`src/rtl/gate_controller.sv`:
```
// ---------------------------------------------------------------------------
// gate_controller
//   Drives a gate (enable) to an external edge counter for gate_len cycles.
//   After the gate closes it waits for the counter to settle, then latches
//   count_in into result and holds it until the consumer accepts it.
//   Optional continuous mode re-arms a new gate right after each handshake.
//
// Ports
//   clk, rst        : clock, synchronous active-high reset
//   start           : begin a measurement (IDLE only)
//   abort           : cancel the current measurement from any state
//   continuous      : auto-restart after each result handshake
//   gate_len [W]    : gate length in cycles, sampled at every gate start
//   count_in [W]    : counter value, stable while enable is low
//   enable          : registered gate to the edge counter
//   result [W]      : last latched count
//   result_valid    : result pending, held until result_ready
//   result_ready    : consumer accept
//   busy            : FSM not in IDLE
//   meas_id [8]     : completed measurements, modulo 256
//   len_err         : one-cycle pulse on a start attempt with gate_len == 0
// ---------------------------------------------------------------------------
module gate_controller #(
    parameter int unsigned SETTLE_CYCLES = 2,
    parameter int unsigned W             = 32
) (
    input  logic         clk,
    input  logic         rst,
    input  logic         start,
    input  logic         abort,
    input  logic         continuous,
    input  logic [W-1:0] gate_len,
    input  logic [W-1:0] count_in,
    output logic         enable,
    output logic [W-1:0] result,
    output logic         result_valid,
    input  logic         result_ready,
    output logic         busy,
    output logic [7:0]   meas_id,
    output logic         len_err
);

    typedef enum logic [1:0] {
        IDLE   = 2'd0,
        GATE   = 2'd1,
        SETTLE = 2'd2,
        HOLD   = 2'd3
    } state_t;

    state_t       state_q;
    logic [W-1:0] cnt_q;        // gate down-counter, reused as settle counter
    logic         enable_q;
    logic [W-1:0] result_q;
    logic         valid_q;
    logic [7:0]   meas_id_q;
    logic         len_err_q;

    // Settle counter loads SETTLE_CYCLES and the capture happens on the edge
    // where it reads zero, so count_in is sampled only after SETTLE_CYCLES
    // full cycles have elapsed with enable low.
    localparam logic [W-1:0] SETTLE_LOAD = W'(SETTLE_CYCLES);

    always_ff @(posedge clk) begin
        if (rst) begin
            state_q   <= IDLE;
            cnt_q     <= '0;
            enable_q  <= 1'b0;
            result_q  <= '0;
            valid_q   <= 1'b0;
            meas_id_q <= 8'd0;
            len_err_q <= 1'b0;
        end else begin
            len_err_q <= 1'b0;
            if (abort) begin
                // result and meas_id deliberately keep their values
                state_q  <= IDLE;
                enable_q <= 1'b0;
                valid_q  <= 1'b0;
            end else begin
                case (state_q)
                    IDLE: begin
                        if (start) begin
                            if (gate_len != '0) begin
                                cnt_q    <= gate_len;
                                enable_q <= 1'b1;
                                state_q  <= GATE;
                            end else begin
                                len_err_q <= 1'b1;
                            end
                        end
                    end
                    GATE: begin
                        // Counter holds the remaining high cycles including
                        // the current one; no wrap even for gate_len = all ones.
                        if (cnt_q == {{(W-1){1'b0}}, 1'b1}) begin
                            enable_q <= 1'b0;
                            cnt_q    <= SETTLE_LOAD;
                            state_q  <= SETTLE;
                        end else begin
                            cnt_q <= cnt_q - 1'b1;
                        end
                    end
                    SETTLE: begin
                        if (cnt_q == '0) begin
                            result_q  <= count_in;
                            valid_q   <= 1'b1;
                            meas_id_q <= meas_id_q + 8'd1;
                            state_q   <= HOLD;
                        end else begin
                            cnt_q <= cnt_q - 1'b1;
                        end
                    end
                    HOLD: begin
                        if (valid_q && result_ready) begin
                            valid_q <= 1'b0;
                            if (continuous && gate_len != '0) begin
                                cnt_q    <= gate_len;
                                enable_q <= 1'b1;
                                state_q  <= GATE;
                            end else begin
                                len_err_q <= continuous;
                                state_q   <= IDLE;
                            end
                        end
                    end
                    default: state_q <= IDLE;
                endcase
            end
        end
    end

    assign enable       = enable_q;
    assign result       = result_q;
    assign result_valid = valid_q;
    assign meas_id      = meas_id_q;
    assign len_err      = len_err_q;
    assign busy         = (state_q != IDLE);

endmodule

```
`config.mk`:
```
export PLATFORM = sky130hd
export DESIGN_NAME = gate_controller
export DESIGN_NICKNAME = d
export VERILOG_FILES = /design/src/rtl/gate_controller.sv
export SDC_FILE = /design/constraint.sdc
export NUM_CORES = 1
export LEC_CHECK = 0
export BUFFER_PORTS_ARGS = -buffer_cell sky130_fd_sc_hd__buf_4
export CORE_MARGIN = 10
export CORE_UTILIZATION = 53
export CTS_CLUSTER_DIAMETER = 30
export DETAILED_ROUTE_END_ITERATION = 8
export GPL_TIMING_DRIVEN = 1
export MAX_ROUTING_LAYER = met4
export PLACE_DENSITY = 0.81
export SYNTH_ARGS = -nofsm -noshare
export SYNTH_HDL_FRONTEND = slang
export SYNTH_SLANG_ARGS = --single-unit
```
`constraint.sdc`:
```
create_clock -name clk -period 3.2 [get_ports clk]
set_clock_uncertainty 0.05 [all_clocks]
set_input_delay 0.32 -clock clk [delete_from_list [all_inputs] [get_ports clk]]
set_output_delay 0.32 -clock clk [all_outputs]
set_load 0.05 [all_outputs]
```
# Word level (Yosys, flattened, before mapping)
# Index checks and enable logic that the tools add are counted.
[totals] register_bits=77 wordCells=63
[op_classes] add_sub_neg=2 n_eq_ne=11 n_mux=28 n_bitwise=1 reduce_logical=14
[ops] operator="$mux W32" n=6
[ops] operator="$pmux W32 S4" n=1
[ops] operator="$eq A32 B1 Y1 const B" n=1
[ops] operator="$logic_not A32 Y1" n=1
[ops] operator="$reduce_bool A32 Y1" n=1
[ops] operator="$sub A32 B1 Y32 const B" n=1
[ops] operator="$ne A2 B2 Y1 const B" n=7
[ops] operator="$mux W1" n=12
[ops] operator="$reduce_and A6 Y1" n=2
[ops] operator="$mux W2" n=5
[ops] operator="$add A8 B1 Y8 const B" n=1
[ops] operator="$pmux W2 S4" n=1
[ops] operator="$reduce_and A3 Y1" n=2
[ops] operator="$reduce_and A5 Y1" n=1
[ops] operator="$eq A2 B2 Y1 const B" n=2
[ops] operator="$pmux W1 S2" n=2
[ops] operator="$reduce_bool A2 Y1" n=2
[ops] operator="$pmux W1 S3" n=1
[ops] operator="$reduce_bool A3 Y1" n=1
[ops] operator="$eq A2 B1 Y1 const B" n=1
[ops] operator="$logic_and A1 B1 Y1" n=2
[ops] operator="$logic_not A2 Y1" n=1
[ops] operator="$reduce_or A2 Y1" n=1
[ops] operator="$not A1 Y1" n=1

# Longest topological paths before layout
[logic_depth] word_depth=5 mapped_depth=11 mapped_depth_nobuf=8

# Worst setup path after synthesis
# OpenSTA, ideal clock, no wires.
[synth_path] path_kind="register -> register" start="register cnt_q[4]" end="register cnt_q[15]" arrival_ns=2.303 required_ns=3.019 path_slack_ns=0.716 path_stages_with_launch=9 path_buffers=2 synth_period_minus_slack_ns=2.484 cell_sequence="dfxtp_1 > or4_4 > or4_4 > o31a_1 > buf_6 > buf_6 > o41ai_1 > a311o_1 > o31ai_1"
[synth_via] elab_chain_cells=3 word_cells_on_any_way=8
[synth_rtl] item="from (decl)" line="51" source="logic [W-1:0] cnt_q;"
[synth_rtl] item="from (signal assigned)" line="84" source="cnt_q <= gate_len;"
[synth_rtl] item="from (signal assigned)" line="100" source="cnt_q <= cnt_q - 1'b1;"
[synth_rtl] item="from (signal assigned)" line="110" source="cnt_q <= cnt_q - 1'b1;"
[synth_rtl] item="$sub A32 B1 Y32 (tied with other cells)" line="100, 110"
[synth_rtl] item="$mux W32 (tied with other cells)" line="104" source="if (cnt_q == '0) begin"
[synth_rtl] item="$pmux W32 S4 or $reduce_and A6 Y1 (tied branches)"
# Parallel ways exist; a longest one is shown, timed or not. The select of a mux whose other input is x is not followed.
# A chain may end at the register's enable or synchronous reset.

# Final worst setup path
[layout_path] start="register cnt_q[10]" end="register result_q[18] (netlist: result[18])"
[layout_via] elab_chain_cells=2
[layout_rtl] item="$logic_not A32 Y1" line="104"
[layout_rtl] item="$reduce_and A3 Y1 (no source line)"
[layout_rtl] item="to (signal assigned)" line="105" source="result_q <= count_in;"
[layout_rtl] item="to (decl)" line="53" source="logic [W-1:0] result_q;"
# No other way between the ends.

==> results.py <==
metrics = {
    "status": {
        "run_status": "completed",
    },
    "sta": {
        "grt_setup_unrepaired": "no",
        "post-route-min-period_ns": 2.856,
        "whs_ns": 0.1528,
        "worst_pin_slew_ns": 0.9540,
        "setup_viol_count_final": 0,
        "final-hold-violation-count": 0,
        "fmaxAchievable_mhz": 350.1,
        "fin_crit_sh_pct": 89.26,
        "finalSetupTns_ns": 0,
        "slew_headroom_pct": 36.40,
        "setup_slack_ns": 0.3436,
        "drv_slew": 0,
    },
    "worst_setup_path": {
        "critPathLaunchType": "register",
        "path_class": "reg2reg",
        "path_max_fanout": 33,
        "critPathArrivalTime_ns": 3.00,
        "worst_ep_required_time_ns": 3.34,
        "crit_path_end_kind": "register",
    },
    "grt": {
        "grt_pass1_vias": 4254,
        "grt_pass1_wl_mm": 20.82,
        "grt_antenna_before_repair": 0,
        "grt_max_degree": 92,
        "grt_usage_pct": 22.10,
        "grt_overflow": 0,
    },
    "yosys": {
        "synth-async-reset-ratio_pct": 0,
        "synth_edf_count": 0,
        "ys_seq_elements": 77,
        "netlist_area_um2": 4188,
        "synth_top_cells_by_count": "nand2_1 (89), dfxtp_1 (77), a21oi_1 (51)",
        "yosysWarningCount": 0,
        "synth_area_leaders": "dfxtp_1 (37%), nand2_1 (8.0%), a311o_1 (6.5%), a21oi_1 (6.1%), o31ai_1 (4.5%)",
        "ys_seq_area_share_pct": 36.81,
        "yosys.cell_types.count": 53,
        "ys.flop_type": "dfxtp_1",
        "synth_top_cell_area_share_pct": 36.81,
        "synthCells": 523,
        "syn-num-nets": 602,
        "yosys.area.top_type": "dfxtp_1",
        "syn_area_per_cell_um2": 8.007,
        "synth.most_common_cell": "nand2_1",
    },
    "place": {
        "dpl_worst_slack_ns": 0.3753,
        "dp_hpwl_mm": 9.703,
        "port_buffers": 113,
        "place.gp.congestion": 0.9266,
    },
    "detailed_routing": {
        "first_pass_iters": 7,
        "drt_first_iter_violations": 360,
        "via_per_inst": 6.126,
        "wl_mm": 13.44,
        "wl_per_cell_um": 18.43,
        "route.detailed.drc": 0,
        "ant_nets": 0,
        "vias": 4466,
    },
    "cts": {
        "max-clock-path-buffers": 2,
        "cts-root-buf": "clkbuf_8",
        "postCtsSetupBuffers": 0,
        "cts_tree": "yes",
        "cts_sinks": 77,
        "htree_levels": 3,
        "hold_buffers": 0,
        "cts_made_buffers": 9,
        "ctsResizeCount": 0,
        "path_clk_slew_ns": 0.09,
        "clock_latency_ns": 0.36,
    },
    "pwr": {
        "leakage_nw": 1.992,
        "power_density_nw_per_um2": 430.9,
        "irDropWorstVdd_mv": 0.2847,
    },
    "final_layout": {
        "area_growth_pct": 26.17,
        "drive_above_1_share_pct": 25.36,
        "insertedDiodeCount": 0,
        "fin_nets": 701,
        "utilization_pct": 68.73,
    },
    "hold_path": {
        "min_path_type": "in2reg",
    },
    "floorplan": {
        "num_rows": 32,
        "die_w_um": 108.9,
        "initial_core_util_pct": 54.48,
        "core_um2": 7687,
        "dieArea_um2": 11860,
        "die_h_um": 108.9,
        "ios": 114,
    },
    "job": {
        "cap_violations": 0,
    },
}
==> final timing paths <==
path / from / endpoint / slack (ns) / cells after the start
worst min-delay path: count_in[12] / result[12] / 0.15 / 3
worst max-delay path: cnt_q[10] / result[18] / 0.34 / 7
worst min register to register: result[20] / result[20] / 0.41 / 2
worst max register to register: cnt_q[10] / result[18] / 0.34 / 7
==> metal layers <==
metal	up-vias	global-route usage, %	routed length [um]	part of all wire (%)
li1	2120	-	-	-
met1	2108	25.65	5327	40
met2	210	36.76	6810	51
met3	28	5.074	996	7.4
met4	0	7.533	306	2.3
met5	-	-	0	0
==> state kept, by name (all words and copies together) (netlist names) <==
signal        flops
enable            1
state_q           2
result_valid      1
len_err           1
cnt_q            32
meas_id           8
result           32
==> final cells by class <==
class | instances | area, um2
tap | 102 | 127.6
clock inverter | 6 | 70.07
multi-input combinational | 373 | 2326
sequential | 77 | 1541
fill | 668 | 2404
timing repair buffer | 127 | 953.4
inverter | 34 | 127.6
clock buffer | 10 | 137.6
==> power by group <==
part	total (mW)	leakage, nW	switching, mW	internal [mW]
Sequential	1.02	0.625	0.0322	0.988
Combinational	0.482	1.26	0.290	0.192
Clock	0.775	0.107	0.387	0.387
==> logic make-up after synthesis <==
family | count (synthesis) | synth area share, %
buffers and inverters | 73 | 8.067
flip-flops | 77 | 36.81
AO/OA/AOI/OAI | 168 | 28.32
AND/OR/NAND/NOR | 186 | 22.02
adder cells (fa/ha/maj) | 9 | 2.689
XOR/XNOR | 10 | 2.091
==> placed cells by master (no fill, tap or decap), drive strengths merged, types with 9 or more instances in the layout <==
cell type / instances
a21oi: 51
a22oi: 12
a311o: 27
a32oi: 10
buf: 127
clkbuf: 10
dfxtp: 77
ha: 9
inv: 35
nand2: 90
nand3: 11
nor2: 23
nor3: 12
nor4: 18
o21ai: 22
o31ai: 26
xnor2: 10
==> metrics by stage <==
step | cells | cell area, um2 | total power [mW]
floorplan | 523 | 4188 | 1.328
global placement | 713 | 5076 | 1.496
detailed placement | 713 | 5076 | 1.509
CTS | 729 | 5284 | 2.273
global route | 729 | 5284 | 2.355
finish | 729 | 5284 | 2.277
==> critical path, cell delays in order, from the launching register on <==
cell and delay [ns]:
dfxtp_1 0.34, or3_1 0.44, buf_4 0.19, nor4_4 0.51
nand4_2 0.30, or2_2 0.60, nand2_1 0.16, a21oi_1 0.09
Note: power is estimated with default switching activity, not from simulation.
